File: src/rtl/usrt_pkg.sv
// Shared USRT definitions: receiver FSM states, default bit timing and frame geometry.
package usrt_pkg;

  localparam int unsigned CLK_DIV_DEFAULT = 80;
  localparam int unsigned DATA_BITS       = 8;
  localparam int unsigned START_BITS      = 1;
  localparam int unsigned STOP_BITS       = 1;

  typedef enum logic [2:0] {
    ST_IDLE,
    ST_START,
    ST_DATA,
    ST_PARITY,
    ST_STOP,
    ST_BREAK
  } rx_state_e;

  // Total bit periods in one frame, including the optional parity bit.
  function automatic int unsigned frame_bits(bit parity_en);
    return START_BITS + DATA_BITS + (parity_en ? 1 : 0) + STOP_BITS;
  endfunction

endpackage

File: src/rtl/usrt_rx_fifo.sv
// Receive FIFO: byte-wide, power-of-two depth, occupancy counter one bit wider than the pointers.
module usrt_rx_fifo #(
  parameter int unsigned FIFO_DEPTH = 4
) (
  input  logic       pClk,
  input  logic       pReset,
  input  logic       push,
  input  logic [7:0] wdata,
  input  logic       pop,
  output logic [7:0] rdata,
  output logic       full,
  output logic       empty
);

  localparam int unsigned PTR_W = $clog2(FIFO_DEPTH);
  localparam int unsigned CNT_W = PTR_W + 1;

  logic [7:0]       mem_q [FIFO_DEPTH];
  logic [PTR_W-1:0] wr_ptr_q, wr_ptr_d;
  logic [PTR_W-1:0] rd_ptr_q, rd_ptr_d;
  logic [CNT_W-1:0] cnt_q, cnt_d;
  logic             do_push, do_pop;

  assign empty   = (cnt_q == '0);
  assign full    = (cnt_q == CNT_W'(FIFO_DEPTH));
  // A pop frees the slot in the same cycle, so a full FIFO still accepts a simultaneous push.
  assign do_pop  = pop & ~empty;
  assign do_push = push & (~full | do_pop);
  assign rdata   = empty ? 8'h00 : mem_q[rd_ptr_q];

  always_comb begin
    wr_ptr_d = do_push ? wr_ptr_q + 1'b1 : wr_ptr_q;
    rd_ptr_d = do_pop  ? rd_ptr_q + 1'b1 : rd_ptr_q;
    cnt_d    = cnt_q + CNT_W'(do_push) - CNT_W'(do_pop);
  end

  always_ff @(posedge pClk) begin
    if (pReset) begin
      wr_ptr_q <= '0;
      rd_ptr_q <= '0;
      cnt_q    <= '0;
    end else begin
      wr_ptr_q <= wr_ptr_d;
      rd_ptr_q <= rd_ptr_d;
      cnt_q    <= cnt_d;
    end
  end

  // NOTE: storage is deliberately not reset; the counter alone defines which entries are live.
  always_ff @(posedge pClk) begin
    if (do_push) mem_q[wr_ptr_q] <= wdata;
  end

endmodule

File: src/rtl/usrt_receiver.sv
// USRT receiver: synchronized serial input, mid-bit sampling FSM, parity/stop checks, receive FIFO.
module usrt_receiver
  import usrt_pkg::*;
#(
  parameter int unsigned CLK_DIV    = CLK_DIV_DEFAULT,
  parameter int unsigned FIFO_DEPTH = 4,
  parameter bit          PARITY_EN  = 1'b1
) (
  input  logic       pClk,
  input  logic       pReset,
  input  logic       Tx,
  input  logic       rPop,
  input  logic       errClr,
  output logic [7:0] rData,
  output logic       rValid,
  output logic       rFull,
  output logic       parityErr,
  output logic       frameErr,
  output logic       overrun
);

  localparam int unsigned DIV_W = $clog2(CLK_DIV);
  localparam int unsigned BIT_W = $clog2(DATA_BITS);
  localparam logic [DIV_W-1:0] DIV_FULL = DIV_W'(CLK_DIV - 1);
  localparam logic [DIV_W-1:0] DIV_HALF = DIV_W'(CLK_DIV / 2 - 1);
  localparam logic [BIT_W-1:0] LAST_BIT = BIT_W'(DATA_BITS - 1);

  rx_state_e        state_q, state_d;
  logic             tx_meta_q, txs_q;
  logic [DIV_W-1:0] div_q, div_d;
  logic [BIT_W-1:0] bit_cnt_q, bit_cnt_d;
  logic [7:0]       shift_q, shift_d;
  logic             par_bad_q, par_bad_d;
  logic             push_q, push_d;
  logic             par_evt_q, par_evt_d;
  logic             parity_err_q, parity_err_d;
  logic             frame_err_q, frame_err_d;
  logic             overrun_q, overrun_d;
  logic             frame_evt, ovr_evt, tick;
  logic             fifo_full, fifo_empty;

  assign tick = (div_q == '0);

  // NOTE: every flop is updated with <= so all registers see pre-edge values, independent of order.
  always_ff @(posedge pClk) begin
    if (pReset) begin
      tx_meta_q    <= 1'b1;
      txs_q        <= 1'b1;
      state_q      <= ST_IDLE;
      div_q        <= '0;
      bit_cnt_q    <= '0;
      shift_q      <= '0;
      par_bad_q    <= 1'b0;
      push_q       <= 1'b0;
      par_evt_q    <= 1'b0;
      parity_err_q <= 1'b0;
      frame_err_q  <= 1'b0;
      overrun_q    <= 1'b0;
    end else begin
      tx_meta_q    <= Tx;
      txs_q        <= tx_meta_q;
      state_q      <= state_d;
      div_q        <= div_d;
      bit_cnt_q    <= bit_cnt_d;
      shift_q      <= shift_d;
      par_bad_q    <= par_bad_d;
      push_q       <= push_d;
      par_evt_q    <= par_evt_d;
      parity_err_q <= parity_err_d;
      frame_err_q  <= frame_err_d;
      overrun_q    <= overrun_d;
    end
  end

  always_comb begin
    state_d = state_q;
    unique case (state_q)
      ST_IDLE:   if (!txs_q) state_d = ST_START;
      ST_START:  if (tick) state_d = txs_q ? ST_IDLE : ST_DATA;
      ST_DATA:   if (tick && bit_cnt_q == LAST_BIT) state_d = PARITY_EN ? ST_PARITY : ST_STOP;
      ST_PARITY: if (tick) state_d = ST_STOP;
      ST_STOP:   if (tick) state_d = txs_q ? ST_IDLE : ST_BREAK;
      ST_BREAK:  if (txs_q) state_d = ST_IDLE;
      default:   state_d = ST_IDLE;
    endcase
  end

  // NOTE: each variable gets a default before the case so no path leaves it unassigned (no latches).
  always_comb begin
    div_d     = div_q;
    bit_cnt_d = bit_cnt_q;
    shift_d   = shift_q;
    par_bad_d = par_bad_q;
    push_d    = 1'b0;
    frame_evt = 1'b0;
    unique case (state_q)
      ST_IDLE: begin
        if (!txs_q) begin
          div_d     = DIV_HALF;
          bit_cnt_d = '0;
          par_bad_d = 1'b0;
        end
      end
      ST_START, ST_DATA, ST_PARITY, ST_STOP: begin
        div_d = tick ? DIV_FULL : div_q - 1'b1;
        if (tick) begin
          case (state_q)
            ST_START:  bit_cnt_d = '0;
            ST_DATA: begin
              shift_d   = {txs_q, shift_q[7:1]};
              bit_cnt_d = bit_cnt_q + 1'b1;
            end
            ST_PARITY: par_bad_d = txs_q ^ (^shift_q);
            default: begin
              push_d    = txs_q;
              frame_evt = ~txs_q;
            end
          endcase
        end
      end
      default: ;
    endcase
    par_evt_d = push_d & par_bad_q;
  end

  // A new error event wins over a simultaneous clear.
  assign ovr_evt = push_q & fifo_full & ~rPop;

  always_comb begin
    parity_err_d = (parity_err_q & ~errClr) | par_evt_q;
    frame_err_d  = (frame_err_q  & ~errClr) | frame_evt;
    overrun_d    = (overrun_q    & ~errClr) | ovr_evt;
  end

  usrt_rx_fifo #(.FIFO_DEPTH(FIFO_DEPTH)) u_fifo (
    .pClk   (pClk),
    .pReset (pReset),
    .push   (push_q),
    .wdata  (shift_q),
    .pop    (rPop),
    .rdata  (rData),
    .full   (fifo_full),
    .empty  (fifo_empty)
  );

  assign rValid    = ~fifo_empty;
  assign rFull     = fifo_full;
  assign parityErr = parity_err_q;
  assign frameErr  = frame_err_q;
  assign overrun   = overrun_q;

endmodule
File: config.mk
export PLATFORM = sky130hd
export DESIGN_NAME = usrt_receiver
export DESIGN_NICKNAME = d
export VERILOG_FILES = /design/src/rtl/usrt_pkg.sv /design/src/rtl/usrt_rx_fifo.sv /design/src/rtl/usrt_receiver.sv
export SDC_FILE = /design/constraint.sdc
export NUM_CORES = 1
export LEC_CHECK = 0
export ABC_AREA = 1
export CAP_MARGIN = 20
export CORE_AREA = 2 2 73 93
export CTS_BUF_LIST = sky130_fd_sc_hd__clkbuf_16
export CTS_CLUSTER_SIZE = 30
export DETAILED_ROUTE_END_ITERATION = 16
export DIE_AREA = 0 0 75 95
export HOLD_SLACK_MARGIN = 0.12
export PLACE_DENSITY = 0.73
export SYNTH_ARGS = -nofsm -noshare
export SYNTH_HDL_FRONTEND = slang
export SYNTH_SLANG_ARGS = --single-unit
File: constraint.sdc
create_clock -name pClk -period 2.1 [get_ports pClk]
set_input_delay 0.42 -clock pClk [delete_from_list [all_inputs] [get_ports pClk]]
set_output_delay 0.42 -clock pClk [all_outputs]
set_load 0.03 [all_outputs]
==> impl_metrics.py <==
metrics = {
    "worst_setup_path": {
        "cp_top_family": "flip-flops",
        "cp_max_fo": 7,
        "crit_buf_inv": 2,
        "slowest_delay_ps": 410,
        "path_class": "register to primary output",
        "cp-start-kind": "register",
        "arrival_ps": 1510,
        "crit_chain": "buf_4, nor2_1, nor2_1, o21ai_0, a21oi_1, buf_4",
        "cpMaxStageDelayCell": "dfxtp_2",
        "r2r_cells": 9,
        "worstPathRequired_ps": 1680,
        "reg2reg_slack_ps": 210,
        "end_kind": "primary output",
        "path_depth": 6,
    },
    "cts": {
        "clk_pin_slew_worst_paths_ps": 60,
        "cts_buffer_depth": 2,
        "root_buffer": "clkbuf_16",
        "cts_tree": "done",
        "ctsResizeCount": 2,
        "cts-buffers-inserted": 9,
        "post-cts-setup-buffer-count": 0,
        "clkSinkCount": 70,
        "htree_levels": 3,
        "clock_latency_ps": 320,
        "hold_buffers": 0,
    },
    "die": {
        "std_cell_rows": 33,
        "die-area_mm2": 0.00713,
        "ios": 18,
        "start_util_pct": 51.0,
        "fp.dieH_um": 95,
        "core_area_mm2": 0.00632,
        "die_w_um": 75,
    },
    "timing": {
        "worst_slew_pin_slew_ps": 555,
        "rsz0062_at_grt": "false",
        "maxSlewHeadroom_pct": 63.0,
        "fin_hold_ws_ps": 410,
        "drv_slew": 0,
        "setup_violations": 0,
        "fin_crit_ps": 1930,
        "hold_viol_final": 0,
        "max_freq_mhz": 519,
        "skew_ps": 5.13,
        "period_share_pct": 91.7,
    },
    "drt": {
        "wl_per_cell_um": 12.8,
        "vias": 2471,
        "ant_nets": 0,
        "drt-vias-per-instance": 5.04,
        "drt_iter0_drc": 148,
        "drtPass1Iterations": 5,
        "drc_errors": 0,
        "wl_um": 6260,
    },
    "finish": {
        "diodes": 0,
        "final_util_pct": 60.8,
        "layout-drive-gt1-share_pct": 17.1,
        "stdcell_area_mm2": 0.00384,
        "synthToLayoutAreaGrowth_pct": 19.4,
        "final_common_cell": "nor2_1",
        "nets": 413,
        "final_cell_mix": "nor2_1 (62), nand2_1 (54), dfxtp_1 (37)",
    },
    "power_and_ir_drop": {
        "p_total_mw": 5.85,
        "leakagePower_nw": 1.61,
        "swShare_pct": 40.3,
        "ir_drop_mv": 1.03,
        "p_switching_mw": 2.36,
        "p_comb_share_pct": 41.5,
        "clock_power_share_pct": 26.4,
        "p_seq_share_pct": 32.1,
        "p_per_area_mw_per_mm2": 1520,
        "p_int_mw": 3.50,
    },
    "logic_synthesis": {
        "synth_compound_area_share_pct": 12.6,
        "synth.distinct_cells": 35,
        "ys_seq_elements": 70,
        "synth-simple-area-share_pct": 22.5,
        "yosysWarningCount": 0,
        "synth_top_area_share_pct": 29.8,
        "synth-xor-area-share_pct": 0.816,
        "synthCells": 366,
        "synth_area_mm2": 0.00322,
        "avgSynthCellArea_um2": 8.80,
        "seq_area_frac_synth_pct": 53.5,
        "synthesis.nets": 381,
        "synthMuxAreaShare_pct": 0,
        "synth.area.top_cells": "edfxtp_1 (30%), dfxtp_1 (24%), nor2_1 (7.3%)",
        "yosysTopAreaCell": "edfxtp_1",
        "synth_top_family_by_area": "simple AND/OR/NAND/NOR gates",
        "synth_fa_ha_area_share_pct": 4.12,
    },
    "place": {
        "dpl.hpwl_um": 4510,
        "placed_cell_area_mm2": 0.00353,
        "routabilityCongestion": 0.876,
        "numPortBuffers": 17,
    },
    "worst_hold_path": {
        "holdPathStages": 1,
        "hp-class": "register to register",
    },
    "global_route": {
        "overflow": 0,
        "grt_max_degree": 20,
        "grt_pass1_wl_um": 10000,
        "antenna_found_initial": 0,
        "grtUsageTotal_pct": 18.9,
        "grt_pass1_vias": 2237,
    },
    "flow_run": {
        "max_cap_violations": 0,
    },
    "status": {
        "status": "completed",
    },
}
layout make-up:
cell class | count | area (µm²)
clock buffers | 10 | 250
clock inverters | 6 | 65.1
fillers | 552 | 2470
inverters | 44 | 168
multi-input cells | 244 | 1290
flip-flops and latches | 70 | 1720
well taps | 87 | 109
repair buffers | 29 | 238
final timing paths:
kind                   start         endpoint
max                 register         rData[3]
min                tx_meta_q            txs_q
max reg2reg  u_fifo.cnt_q[1]  u_fifo.cnt_q[2]
min reg2reg        tx_meta_q            txs_q
synth_stat cells (all sizes together):
cell,instances
or2,2
a21oi,33
nand4,1
inv,44
buf,4
nand3,12
ha,9
fa,1
edfxtp,32
clkbuf,4
and2,1
a21boi,2
dfxtp,38
nor3,5
nand2,60
nor4,1
a221oi,1
a211oi,1
xor2,3
nor2,72
a31oi,1
o21ai,39
metal layers:
| metal | wire, µm | up-vias | GRT usage [%] |
|---|---|---|---|
| met4 | 78 | 0 | 5.80 |
| met3 | 145 | 8 | 5.44 |
| met2 | 3400 | 33 | 35.2 |
| li1 | - | 1274 | - |
| met5 | 0 | - | 0 |
| met1 | 2630 | 1156 | 19.8 |
sequential cells by signal (all words and copies together) (netlist names), 2 cells and up, named ones only:
name,count
state_q,3
u_fifo.cnt_q,3
u_fifo.mem_q,32
bit_cnt_q,3
shift_q,8
u_fifo.wr_ptr_q,2
u_fifo.rd_ptr_q,2
div_q,7
per-stage QoR:
| step | setup slack [ps] | setup TNS (ps) | cells |
|---|---|---|---|
| after floorplan | 158 | 0 | 366 |
| after global placement | -16.8 | -19.9 | 474 |
| after detailed placement | -121 | -175 | 474 |
| after CTS | 34.1 | 0 | 490 |
| after global routing | 89.7 | 0 | 490 |
| final | 174 | 0 | 490 |
cell families after synthesis:
group,Yosys count
compound gates,77
flops,70
buf+inv,52
xor+xnor,3
fa+ha+maj,10
simple gates,154
power by group through the flow:
stage	Clock (mW)	Sequential (mW)	Combinational, mW
6_report	1.55	1.88	2.43
5_1_grt	1.64	1.91	2.73
4_1_cts	1.58	1.88	2.44
3_5_place_dp	0	1.90	2.43
3_3_place_gp	0	1.90	2.39
2_1_floorplan	0	1.83	1.90
No activity file was read; power rests on OpenSTA's default activity.
